==> config.mk <==
export PLATFORM = sky130hd
export DESIGN_NAME = vga_timing_gen
export DESIGN_NICKNAME = d
export VERILOG_FILES = /design/src/rtl/vga_timing_gen.sv
export SDC_FILE = /design/constraint.sdc
export NUM_CORES = 1
export LEC_CHECK = 0
export CAP_MARGIN = 20
export CORE_MARGIN = 1
export CORE_UTILIZATION = 51
export DETAILED_ROUTE_END_ITERATION = 16
export PLACE_DENSITY = 0.76
export SYNTH_ARGS = -nofsm -noshare
export SYNTH_HDL_FRONTEND = slang
export SYNTH_SLANG_ARGS = --single-unit
==> constraint.sdc <==
create_clock -name clk -period 2.7 [get_ports clk]
set_input_delay 0.27 -clock clk [delete_from_list [all_inputs] [get_ports clk]]
set_output_delay 0.27 -clock clk [all_outputs]
set_load 0.02 [all_outputs]
==> src/rtl/vga_timing_gen.sv <==
// ---------------------------------------------------------------------------
// vga_timing_gen
//
// Parametrised VGA raster timing generator. A prescaler divides clk down to
// the pixel rate; horizontal and vertical counters walk the raster in the
// order display, front porch, sync, back porch. Every output is a register
// loaded from the *next* counter values on the tick edge, so the outputs
// always describe the current raster position with no extra latency.
//
// Optional feature macro: VGA_FRAME_COUNT_EN
//   defined   -> 16-bit wrapping frame_count output is present
//   undefined -> no frame_count port or register
//
// Ports:
//   clk          system clock (single domain)
//   reset        asynchronous active-high reset
//   enable       run enable; low freezes prescaler, counters and outputs
//   pix_tick     one-clk pulse per pixel period
//   hsync        horizontal sync, active level HSYNC_POL
//   vsync        vertical sync, active level VSYNC_POL
//   video_on     high inside the active area
//   pixel_x/y    active-area coordinates, 0 outside the active area
//   line_start   one-clk pulse when h_cnt becomes 0
//   frame_start  one-clk pulse when (h_cnt, v_cnt) becomes (0, 0)
//   frame_count  frames started, wrapping (VGA_FRAME_COUNT_EN only)
// ---------------------------------------------------------------------------
module vga_timing_gen #(
    parameter int H_DISPLAY = 800,
    parameter int H_FRONT   = 16,
    parameter int H_SYNC    = 80,
    parameter int H_BACK    = 160,
    parameter int V_DISPLAY = 600,
    parameter int V_FRONT   = 1,
    parameter int V_SYNC    = 3,
    parameter int V_BACK    = 21,
    parameter bit HSYNC_POL = 1'b1,
    parameter bit VSYNC_POL = 1'b1,
    parameter int CLK_DIV   = 1,
    parameter int CW        = 12
) (
    input  logic          clk,
    input  logic          reset,
    input  logic          enable,
    output logic          pix_tick,
    output logic          hsync,
    output logic          vsync,
    output logic          video_on,
    output logic [CW-1:0] pixel_x,
    output logic [CW-1:0] pixel_y,
    output logic          line_start,
    output logic          frame_start
`ifdef VGA_FRAME_COUNT_EN
    ,
    output logic [15:0]   frame_count
`endif
);

    localparam int H_TOTAL = H_DISPLAY + H_FRONT + H_SYNC + H_BACK;
    localparam int V_TOTAL = V_DISPLAY + V_FRONT + V_SYNC + V_BACK;

    localparam logic [CW-1:0] H_LAST     = CW'(H_TOTAL - 1);
    localparam logic [CW-1:0] V_LAST     = CW'(V_TOTAL - 1);
    localparam logic [CW-1:0] H_DISP_C   = CW'(H_DISPLAY);
    localparam logic [CW-1:0] V_DISP_C   = CW'(V_DISPLAY);
    localparam logic [CW-1:0] HS_FIRST   = CW'(H_DISPLAY + H_FRONT);
    localparam logic [CW-1:0] HS_LAST    = CW'(H_DISPLAY + H_FRONT + H_SYNC - 1);
    localparam logic [CW-1:0] VS_FIRST   = CW'(V_DISPLAY + V_FRONT);
    localparam logic [CW-1:0] VS_LAST    = CW'(V_DISPLAY + V_FRONT + V_SYNC - 1);

    // Prescaler width; a one-bit counter that never leaves 0 covers CLK_DIV=1.
    localparam int DW = (CLK_DIV > 1) ? $clog2(CLK_DIV) : 1;
    localparam logic [DW-1:0] DIV_LAST = DW'(CLK_DIV - 1);

    logic [DW-1:0] r_div_cnt;
    logic [CW-1:0] r_h_cnt;
    logic [CW-1:0] r_v_cnt;

    logic          w_tick;
    logic          w_h_last;
    logic          w_v_last;
    logic [CW-1:0] w_h_next;
    logic [CW-1:0] w_v_next;
    logic          w_video_next;
    logic          w_hs_active;
    logic          w_vs_active;

    assign w_tick   = enable && (r_div_cnt == DIV_LAST);
    assign w_h_last = (r_h_cnt == H_LAST);
    assign w_v_last = (r_v_cnt == V_LAST);

    // Position after the pending tick; outputs are decoded from these so they
    // land on the same edge as the counter advance.
    assign w_h_next = w_h_last ? '0 : r_h_cnt + 1'b1;
    assign w_v_next = !w_h_last ? r_v_cnt : (w_v_last ? '0 : r_v_cnt + 1'b1);

    assign w_video_next = (w_h_next < H_DISP_C) && (w_v_next < V_DISP_C);
    assign w_hs_active  = (w_h_next >= HS_FIRST) && (w_h_next <= HS_LAST);
    assign w_vs_active  = (w_v_next >= VS_FIRST) && (w_v_next <= VS_LAST);

    always_ff @(posedge clk or posedge reset) begin
        if (reset) begin
            // Parked on the last position so the first tick enters (0,0).
            r_div_cnt   <= '0;
            r_h_cnt     <= H_LAST;
            r_v_cnt     <= V_LAST;
            pix_tick    <= 1'b0;
            hsync       <= ~HSYNC_POL;
            vsync       <= ~VSYNC_POL;
            video_on    <= 1'b0;
            pixel_x     <= '0;
            pixel_y     <= '0;
            line_start  <= 1'b0;
            frame_start <= 1'b0;
`ifdef VGA_FRAME_COUNT_EN
            frame_count <= '0;
`endif
        end else begin
            pix_tick    <= w_tick;
            line_start  <= 1'b0;
            frame_start <= 1'b0;

            // With enable low the prescaler holds mid-pixel and resumes later.
            if (enable) begin
                r_div_cnt <= w_tick ? '0 : r_div_cnt + 1'b1;
            end

            if (w_tick) begin
                r_h_cnt     <= w_h_next;
                r_v_cnt     <= w_v_next;
                video_on    <= w_video_next;
                pixel_x     <= w_video_next ? w_h_next : '0;
                pixel_y     <= w_video_next ? w_v_next : '0;
                hsync       <= w_hs_active ? HSYNC_POL : ~HSYNC_POL;
                vsync       <= w_vs_active ? VSYNC_POL : ~VSYNC_POL;
                line_start  <= w_h_last;
                frame_start <= w_h_last && w_v_last;
`ifdef VGA_FRAME_COUNT_EN
                if (w_h_last && w_v_last) begin
                    frame_count <= frame_count + 16'd1;
                end
`endif
            end
        end
    end

endmodule
==> summary.txt, run 1 <==
Run status
  • Status: complete, no violations

Yosys
  • Sequential element share of the synthesized area: between 40 and 50%
  • Synth Area per Inst: 9.177 um^2
  • Cell count after synthesis: around 340
  • #FFs+latches synth: 55
  • Warnings, synthesis: 0
  • Synth unique cells: 53
  • Number of flops mapped to enable cells by yosys: 0
  • Synthesized area: between 0.003 and 0.004 mm^2
  • Ys async rst share: 100.0%
  • Synth Net Count: between 300 and 400
  • Top_reg_cell synth: dfrtp_1

Route
  • 1st-iter DRT viols: approximately 240
  • Wire length per cell: 16.11 um
  • Post-route ant nets: 0
  • DR vias: ~2700
  • Initial DRT Pass Iterations: 5
  • DRC Markers: 0
  • Post-Route WL: between 7000 and 8000 um
  • Via density: between 5 and 6

Floorplan
  • Die Y-Extent: around 80 um
  • Initial Utilization: around 53%
  • Die width: 79.99 um
  • Cell row count: 28
  • Die area: approximately 0.0064 mm^2
  • Count of boundary I/O pins: 33
  • Core area: about 0.0059 mm^2

Place
  • Port Buffers: 32
  • Pre-CTS setup slack: -0.1625 ns
  • HPWL Detailed: 5060 um
  • GP Congestion: ~0.9
  • Placed Cells: ~450

Clock tree
  • Max Root-Sink Buffers: 2
  • Clk sink count: 55
  • Num CTS Buffers: 5
  • Clk pin slew, worst setup/hold paths: 0.11 ns
  • CTS tree: built
  • Root buf cell: clkbuf_8
  • Clock insertion delay at the later pin of the skew report: 0.31 ns
  • Hold buffer count at cts: 0
  • Clock H-tree levels: 2

STA
  • Fmax: 379.6 MHz
  • Hold Violations, Final: 0
  • Final hold slack: between 0.4 and 0.5 ns
  • Final period utilization: between 90% and 100%
  • Final Skew: about 0.013 ns
  • Pins Over Slew Limit: 0
  • Minimum clock period: roughly 2.6 ns
  • Worst setup margin: roughly 0.066 ns
  • Worst Tran Pin Value: roughly 0.83 ns
  • Final setup violation count: 0
  • Slew headroom: about 45%
  • RSZ-0062 raised after global routing: yes

GRT
  • GRT overflow: 0
  • Total track usage: 24.11%
  • Vias in the first global route: 2357
  • Largest net degree at the start of global routing: 40
  • Initial antenna violation count: 0
  • Global-route wire length before repair: 11740 um

Finish
  • Antenna cells: 0
  • Most common cell after layout, fill and taps aside: nand2_1
  • Layout Cells excl Fill: around 470
  • Final net count: a little under 400
  • Layout cells sized above 1: a little under a quarter
  • Layout area overhead: 25.53%
  • Commonest non-fill, non-tap cells in the layout: 57 x nand2_1, 45 x dfrtp_1, 40 x buf_4, 32 x clkdlybuf4s50_1, 23 x o21ai_0

Setup path
  • Critical path startpoint category: register
  • Crit path max fanout: 20
  • Critical Path RT: just under 3 ns
  • R2R Setup Slk: approximately 0.066 ns
  • Worst setup EP type: register
  • Critical Path Start: r_v_cnt[9]
  • Reg-to-reg startpoint: r_v_cnt[9]
  • Worst EP arrival: 2.83 ns
  • Kind of critical path: register to register

Job
  • # Max-Cap Violations: 0

Power
  • Worst vdd ir: around 400 uV
  • Leakage: 0.001641 uW
  • Power Dens Cells: approximately 620 mW/mm^2

Min path
  • HP Class: primary input to asynchronous set/reset pin
-- through the flow --
step / instance area [um^2] / utilization [%] / TNS [ns] / total power (uW)
after detailed placement: 3682 / 62.56 / -2.312 / 1859
final: 3894 / 66.16 / 0 / 2430
after global routing: 3894 / 66.16 / -0.1273 / 2542
after floorplan: 3102 / - / 0 / 1537
after CTS: 3807 / 64.69 / 0 / 2413
after global placement: 3682 / 62.56 / -1.017 / 1843
-- kinds of logic after synthesis --
logic type	share of synthesized area (%)
simple gates	22.39
buf+inv	5.164
fa+ha+maj	1.614
flops	44.78
mux	0.3227
xor+xnor	5.930
compound gates	19.81
-- synth_stat cells (2+ instances only) --
library cell  count  share of area, %
a21o_1            2              0.48
a21oi_1          10               1.6
a31o_2            2              0.56
a31oi_1           7               1.4
and2_1            7               1.4
and3_1            3              0.61
and4_1            3              0.85
buf_1             2              0.24
buf_2             5              0.81
clkbuf_1         21               2.5
dfrtp_1          45                36
dfstp_2          10               8.5
ha_1              4               1.6
inv_1            10               1.2
nand2_1          57               6.9
nand2b_1          4              0.81
nand3_1          15               2.4
nand4_1           4              0.81
nor2_1           22               2.7
nor3_1            5              0.81
nor3_4            2               1.0
o21ai_0          23               3.7
o21ai_1           2              0.32
o22ai_1           2              0.40
o31ai_1           8               1.9
o31ai_2           9               3.6
o41ai_1           4               1.1
o41ai_2           3               1.6
or3_1             2              0.40
or4_1             2              0.48
or4b_1            2              0.65
xnor2_1          10               2.8
xor2_1           11               3.1
-- final cells by class --
class	instances	area, um^2
clock buffer	6	72.57
clock inverter	2	37.54
fill	472	1992
inverter	10	37.54
multi-input combinational	245	1615
sequential	55	1389
tap	75	93.84
timing repair buffer	74	648.1
-- per-layer routing --
| metal | vias to the layer above | part of all wire [%] | global-route usage (%) |
|---|---|---|---|
| li1 | 1290 | - | - |
| met1 | 1298 | 47 | 34.67 |
| met2 | 111 | 46 | 35.81 |
| met3 | 18 | 4.8 | 4.229 |
| met4 | 0 | 2.4 | 9.643 |
| met5 | - | 0 | 0 |
-- power breakdown --
group / internal, uW / total, uW / switching (uW)
sequential: 974 / 1050 / 80.2
clock: 277 / 554 / 277
combinational: 368 / 822 / 454
-- registers in the layout, summed over array words and instances, names as in the netlist --
register and flops:
r_div_cnt 1, pix_tick 1, pixel_y 12, r_h_cnt 12, video_on 1, vsync 1
pixel_x 12, hsync 1, r_v_cnt 12, frame_start 1, line_start 1
-- path summary, 6_finish.rpt --
path,cells after the start,endpoint
max,6,pixel_x[9]
min,2,pixel_x[1]
max reg2reg,6,pixel_x[9]
min reg2reg,2,vsync
max in group asynchronous,3,pixel_y[8]
min in group clk,2,vsync
-- timing repair --
action	4_1_cts	5_1_grt
gates resized for setup	2	9
buffers inserted	0	6
cloned	0	1
setup endpoints to repair	20	22
pin swaps	0	2
-- worst max-delay path, stage by stage, from the launching register on --
cell and delay (ns):
dfstp_2 0.58, or4b_1 0.53, or3_1 0.49, nand2_1 0.14, o31a_1 0.25, a21oi_4 0.16, o41ai_2 0.37
(Power assumes the default switching activity.)
==> run 2: changes to the inputs <==
--- a/config.mk
+++ b/config.mk
@@ -5,6 +5,7 @@
 export SDC_FILE = /design/constraint.sdc
 export NUM_CORES = 1
 export LEC_CHECK = 0
+export ABC_AREA = 1
 export CAP_MARGIN = 20
 export CORE_MARGIN = 1
 export CORE_UTILIZATION = 51
==> summary.txt, run 2 <==
Run status
  • Status: finished with violations
  • Violated checks: design-rule violations

Floorplan
  • Count of boundary I/O pins: 33 (unchanged)
  • Die area: 0.006385 mm^2 (-0.20%)
  • Cell row count: 28 (unchanged)
  • Die width: 79.91 um (-0.10%)
  • Core area: 0.005886 mm^2 (unchanged)
  • Die Y-Extent: 79.91 um (-0.10%)
  • Initial Utilization: 52.59% (-0.11 points)

Setup path
  • Worst setup EP type: register
  • CP bufs+invs: 2 (+2)
  • Worst EP arrival: 2.67 ns (-0.16 ns)
  • Worst stage delay on the critical path: 0.52 ns (-0.06 ns)
  • CP cell instances: ha_1, nand2_1, nor2_1, nand2_1, clkinv_1, nand2_1, nand3_1, nand2_2, nor2_1, nand2_1, a21oi_2, nand3_2, buf_12, o21ai_0
  • Critical Path Start: r_v_cnt[0]
  • Kind of critical path: register to register
  • Critical path's most frequent cell: nand2_1
  • CP delay by family, top: simple AND/OR/NAND/NOR gates
  • Reg-to-reg startpoint: r_v_cnt[0]
  • Critical Path RT: 2.94 ns (+0.04 ns)
  • Crit path max fanout: 18 (-10%)
  • Critical path startpoint category: register
  • Slowest cell on crit path: dfrtp_1

STA
  • Final Skew: 0.009618 ns (-0.003704 ns)
  • Final hold slack: 0.3187 ns (-0.1363 ns)
  • Final setup violation count: 0 (unchanged)
  • Worst Tran Pin Value: 0.6806 ns (-0.1494 ns)
  • Fmax: 411.9 MHz (+8.5%)
  • Final period utilization: 89.92% (-7.7 points)
  • Worst setup margin: 0.2722 ns (+0.2066 ns)
  • RSZ-0062 raised after global routing: no
  • Minimum clock period: 2.428 ns (-0.2066 ns)
  • Hold Violations, Final: 0 (unchanged)
  • Setup_tns: 0 ns (unchanged)
  • Pins Over Slew Limit: 0 (unchanged)
  • Slew headroom: 54.56% (+10 points)

Yosys
  • Top_reg_cell synth: dfrtp_1
  • Synth top area share: 36.38% (+0.073 points)
  • Synth top area cells: dfrtp_1 36%, nand2_1 14%, dfstp_2 8.5%
  • Synth Area per Inst: 7.758 um^2 (-15%)
  • Ys async rst share: 100.0% (unchanged)
  • Post-synth top cells: 112 x nand2_1, 45 x dfrtp_1, 45 x inv_1, 32 x nor2_1
  • Number of flops mapped to enable cells by yosys: 0 (unchanged)
  • Sequential element share of the synthesized area: 44.87% (+0.090 points)
  • Synth Net Count: 406 (+18%)
  • Synthesized area: 0.003095 mm^2 (-0.20%)
  • Warnings, synthesis: 0 (unchanged)
  • Yosys top cell by area: dfrtp_1
  • Synth unique cells: 30 (-43%)
  • Cell count after synthesis: 399 (+18%)
  • Most frequent cell after synthesis: nand2_1
  • #FFs+latches synth: 55 (unchanged)

Clock tree
  • Hold buffer count at cts: 0 (unchanged)
  • Num CTS Buffers: 5 (unchanged)
  • Post-CTS Setup Bufs: 0 (unchanged)
  • Max Root-Sink Buffers: 2 (unchanged)
  • Root buf cell: clkbuf_8
  • Post-CTS sizing: 0 (-2)
  • Clk sink count: 55 (unchanged)
  • Clock insertion delay at the later pin of the skew report: 0.32 ns (about the same)
  • Clk pin slew, worst setup/hold paths: 0.11 ns (about the same)
  • CTS tree: built
  • Clock H-tree levels: 2 (unchanged)

Route
  • Post-route ant nets: 0 (unchanged)
  • 1st-iter DRT viols: 214 (-12%)
  • Wire length per cell: 13.85 um (-14%)
  • DR vias: 2696 (-0.77%)
  • DRC Markers: 1 (+1)
  • Via density: 5.307 (-8.8%)
  • Initial DRT Pass Iterations: 11 (+6)
  • Post-Route WL: 7036 um (-6.5%)

GRT
  • Initial antenna violation count: 0 (unchanged)
  • Largest net degree at the start of global routing: 43 (+7.5%)
  • GRT overflow: 0 (unchanged)
  • Total track usage: 23.72% (-0.39 points)
  • Vias in the first global route: 2454 (+4.1%)
  • Global-route wire length before repair: 11610 um (-1.1%)

Power
  • Leakage: 0.001661 uW (+1.2%)
  • Power Dens Cells: 690.2 mW/mm^2 (+11%)
  • Worst vdd ir: 458.0 uV (+14%)

Finish
  • Layout cells sized above 1: 18.24% (-5.5 points)
  • Most common cell after layout, fill and taps aside: nand2_1
  • Final net count: 439 (+10%)
  • Fill count: 539 (+14%)
  • Antenna cells: 0 (unchanged)
  • Layout area overhead: 16.49%
  • Commonest non-fill, non-tap cells in the layout: 112 x nand2_1, 45 x dfrtp_1, 44 x inv_1, 32 x nor2_1, 32 x clkdlybuf4s50_1

Place
  • HPWL Detailed: 5157 um (+1.9%)
  • Pre-CTS setup slack: 0.2952 ns (+0.4578 ns)
  • Port Buffers: 32 (unchanged)
  • GP Congestion: 0.9216 (+3.7%)

Job
  • # Max-Cap Violations: 0 (unchanged)

Min path
  • HP Class: primary input to asynchronous set/reset pin
run 2: routing by layer:
layer / track usage, % / vias to the layer above / part of all wire (%)
li1: - / 1334 / -
met1: 33.33 / 1254 / 48
met2: 36.50 / 92 / 45
met3: 4.229 / 16 / 5.2
met4: 8.571 / 0 / 2.1
met5: 0 / - / 0
run 2: path summary, 6_finish.rpt:
kind,endpoint,depth (start not counted),slack (ns)
worst max-delay path,video_on,14,0.27
worst min-delay path,pixel_x[11],2,0.32
worst max register to register,video_on,14,0.27
worst min register to register,pixel_y[9],2,0.49
max in group asynchronous,r_h_cnt[10],3,1.75
min in group clk,pixel_y[9],2,0.49
run 2: stage by stage:
step | utilization (%) | total power, uW | instances | area (um^2)
2_1_floorplan | - | 1711 | 399 | 3095
3_3_place_gp | 59.67 | 1999 | 500 | 3512
3_5_place_dp | 59.67 | 2023 | 500 | 3512
4_1_cts | 61.27 | 2502 | 508 | 3606
5_1_grt | 61.27 | 2632 | 508 | 3606
6_report | 61.27 | 2489 | 508 | 3606
run 2: cell families (layout without fill, tap and decap cells):
group,after synthesis,count (layout),synth area share [%]
and+or+nand+nor,214,214,32.17
buffers and inverters,64,98,8.246
AOI/OAI and AO/OA,60,60,12.53
DFF,55,55,44.87
adders and majority gates,4,4,1.617
xor gates and xnor gates,2,2,0.5660
run 2: area by class of cell:
class | instances | area, um^2 | area share (%)
Clock buffer | 5 | 68.82 | 1.908
Clock inverter | 3 | 25.02 | 0.6940
Inverter | 54 | 202.7 | 5.621
Multi-Input combinational cell | 280 | 1451 | 40.25
Sequential cell | 55 | 1389 | 38.51
Tap cell | 75 | 93.84 | 2.602
Timing Repair Buffer | 36 | 375.4 | 10.41
run 2: power breakdown:
part | internal [uW] | total (uW) | leakage, uW | switching, uW
registers | 1000 | 1150 | 0.000696 | 146
logic | 336 | 862 | 0.000920 | 526
clock network | 186 | 476 | 0.0000443 | 290
total | 1530 | 2490 | 0.00166 | 962
run 2: worst register-to-register path: stages (launching register included):
cell,delay [ns]
dfrtp_1,0.52
ha_1,0.26
nand2_1,0.12
nor2_1,0.17
nand2_1,0.12
clkinv_1,0.08
nand2_1,0.05
nand3_1,0.09
nand2_2,0.07
nor2_1,0.09
nand2_1,0.07
a21oi_2,0.17
nand3_2,0.18
buf_12,0.22
o21ai_0,0.15
==> run 3: changes to the inputs <==
--- a/config.mk
+++ b/config.mk
@@ -10,7 +10,8 @@
 export CORE_MARGIN = 1
 export CORE_UTILIZATION = 51
 export DETAILED_ROUTE_END_ITERATION = 16
-export PLACE_DENSITY = 0.76
+export MAX_ROUTING_LAYER = met4
+export PLACE_DENSITY_LB_ADDON = 0.1
 export SYNTH_ARGS = -nofsm -noshare
 export SYNTH_HDL_FRONTEND = slang
 export SYNTH_SLANG_ARGS = --single-unit
==> constraint.sdc (replaced) <==
create_clock -name clk -period 2.7 [get_ports clk]
set_input_delay 0.54 -clock clk [delete_from_list [all_inputs] [get_ports clk]]
set_output_delay 0.54 -clock clk [all_outputs]
set_load 0.02 [all_outputs]
==> summary.txt, run 3 (synthesis results as in run 2) <==
STA
  • Worst Tran Pin Value: 0.5771 ns (-0.1035 ns)
  • Final period utilization: 92.25% (+2.3 points)
  • RSZ-0062 raised after global routing: no
  • Final Skew: 0.01081 ns (+0.001189 ns)
  • Fmax: 401.5 MHz (-2.5%)
  • Slew headroom: 61.47% (+6.9 points)
  • Minimum clock period: 2.491 ns (+0.06296 ns)
  • Pins Over Slew Limit: 0 (unchanged)
  • Hold Violations, Final: 0 (unchanged)
  • Final hold slack: 0.4903 ns (+0.1716 ns)
  • Setup_tns: 0 ns (unchanged)
  • Final setup violation count: 0 (unchanged)

Clock tree
  • Clk pin slew, worst setup/hold paths: 0.10 ns (about the same)
  • Clock insertion delay at the later pin of the skew report: 0.31 ns (about the same)
  • Clk sink count: 55 (unchanged)
  • Clock H-tree levels: 2 (unchanged)
  • CTS tree: built
  • Num CTS Buffers: 5 (unchanged)
  • Max Root-Sink Buffers: 2 (unchanged)
  • Root buf cell: clkbuf_8

Finish
  • Antenna cells: 0 (unchanged)
  • Layout area overhead: 18.15%
  • Commonest non-fill, non-tap cells in the layout: 112 x nand2_1, 45 x dfrtp_1, 44 x inv_1, 32 x nor2_1, 32 x clkdlybuf4s50_1
  • Fill count: 527 (-2.2%)
  • Final net count: 445 (+1.4%)
  • Most common cell after layout, fill and taps aside: nand2_1
  • Layout cells sized above 1: 19.13% (+0.89 points)

Setup path
  • Worst setup EP type: register
  • Kind of critical path: register to register
  • Crit path max fanout: 10 (-8)
  • Critical path startpoint category: register
  • Worst EP arrival: 2.73 ns (+0.06 ns)
  • Critical Path RT: 2.94 ns (about the same)

Floorplan
  • Initial Utilization: 52.59% (unchanged)
  • Die area: 0.006385 mm^2 (unchanged)
  • Cell row count: 28 (unchanged)
  • Die Y-Extent: 79.91 um (unchanged)
  • Count of boundary I/O pins: 33 (unchanged)
  • Core area: 0.005886 mm^2 (unchanged)
  • Die width: 79.91 um (unchanged)

Route
  • Post-Route WL: 7038 um (about the same)
  • DR vias: 2642 (-2.0%)
  • Via density: 5.140 (-3.1%)
  • Wire length per cell: 13.69 um (-1.1%)
  • Post-route ant nets: 0 (unchanged)
  • DRC Markers: 1 (unchanged)
  • 1st-iter DRT viols: 221 (+3.3%)
  • Initial DRT Pass Iterations: 11 (unchanged)

GRT
  • Vias in the first global route: 2478 (+0.98%)
  • Initial antenna violation count: 0 (unchanged)
  • Global-route wire length before repair: 11760 um (+1.3%)
  • Largest net degree at the start of global routing: 37 (-14%)
  • GRT overflow: 0 (unchanged)
  • Total track usage: 24.83% (+1.1 points)

Place
  • HPWL Detailed: 5154 um (about the same)
  • GP Congestion: 1.035 (+12%)
  • Port Buffers: 32 (unchanged)

Run status
  • Status: finished with violations
  • Violated checks: design-rule violations

Power
  • Worst vdd ir: 428.4 uV (-6.5%)
  • Leakage: 0.001691 uW (+1.8%)
  • Power Dens Cells: 698.7 mW/mm^2 (+1.2%)

Min path
  • HP Class: register to register

Job
  • # Max-Cap Violations: 0 (unchanged)
## run 3: changes by cell type in the layout (fill, tap and decap cells not counted)
| cell | before | now |
|---|---|---|
| buf_12 | 2 | 1 |
| clkbuf_1 | 0 | 1 |
| clkinv_4 | 2 | 0 |
| buf_6 | 0 | 1 |
| buf_4 | 2 | 7 |
| nor2_2 | 3 | 4 |
| bufinv_16 | 0 | 1 |
## run 3: stage by stage
step,power [uW],util (%),area (um^2),std cells,worst slack (ns)
final,2555,62.14,3657,514,0.2092
after global routing,2708,62.14,3657,514,0.03512
after CTS,2567,61.71,3632,511,0.1331
after detailed placement,2008,59.84,3522,503,0.1666
after global placement,2007,59.84,3522,503,0.2278
after floorplan,1711,-,3095,399,0.6701
## run 3: power breakdown
part,switching [uW],internal (uW)
clock,277,277
combinational,522,335
sequential,140,1000
total,939,1620
## run 3: repair_timing
action,4_1_cts,5_1_grt
buffers inserted,0,2
endpoints found under the setup margin,0,10
resized for setup,0,1
hold buffers,0,0
## run 3: critical path, stage by stage (launching register included)
cell	delay [ns]
dfstp_2	0.57
ha_1	0.18
nand2_2	0.11
nor2_4	0.13
nand3_2	0.14
nor2_4	0.23
buf_4	0.16
nand3_1	0.07
nand2_2	0.09
inv_1	0.04
nand2_1	0.05
nor2_1	0.04
nand2_2	0.09
nand3_2	0.16
buf_6	0.21
o21ai_2	0.12
## run 3: path summary, 6_finish.rpt
kind	to	slack, ns	from	cells after the start
worst max-delay path	pixel_y[1]	0.21	r_h_cnt[1]	15
worst min-delay path	pixel_y[0]	0.49	pixel_y[0]	2
worst max register to register	pixel_y[1]	0.21	r_h_cnt[1]	15
worst min register to register	pixel_y[0]	0.49	pixel_y[0]	2
max in group asynchronous	r_h_cnt[10]	1.49	reset	3
min in group asynchronous	pix_tick	0.58	reset	2
## run 3: final cells by class
type                    instances  area (um^2)  share of cell area [%]
multi-input cells             281         1458                   39.86
flip-flops and latches         55         1389                   37.97
repair buffers                 41        404.1                   11.05
inverters                      54        202.7                   5.542
well taps                      75        93.84                   2.566
clock buffers                   6        72.57                   1.984
clock inverters                 2        37.54                   1.026
## run 3: per-layer routing
metal,up-vias,global-route usage [%],routed length (um)
met1,1202,35.49,3541
met3,9,4.686,339
met2,79,35.81,3085
met5,-,-,0
met4,0,7.143,71
li1,1352,-,-
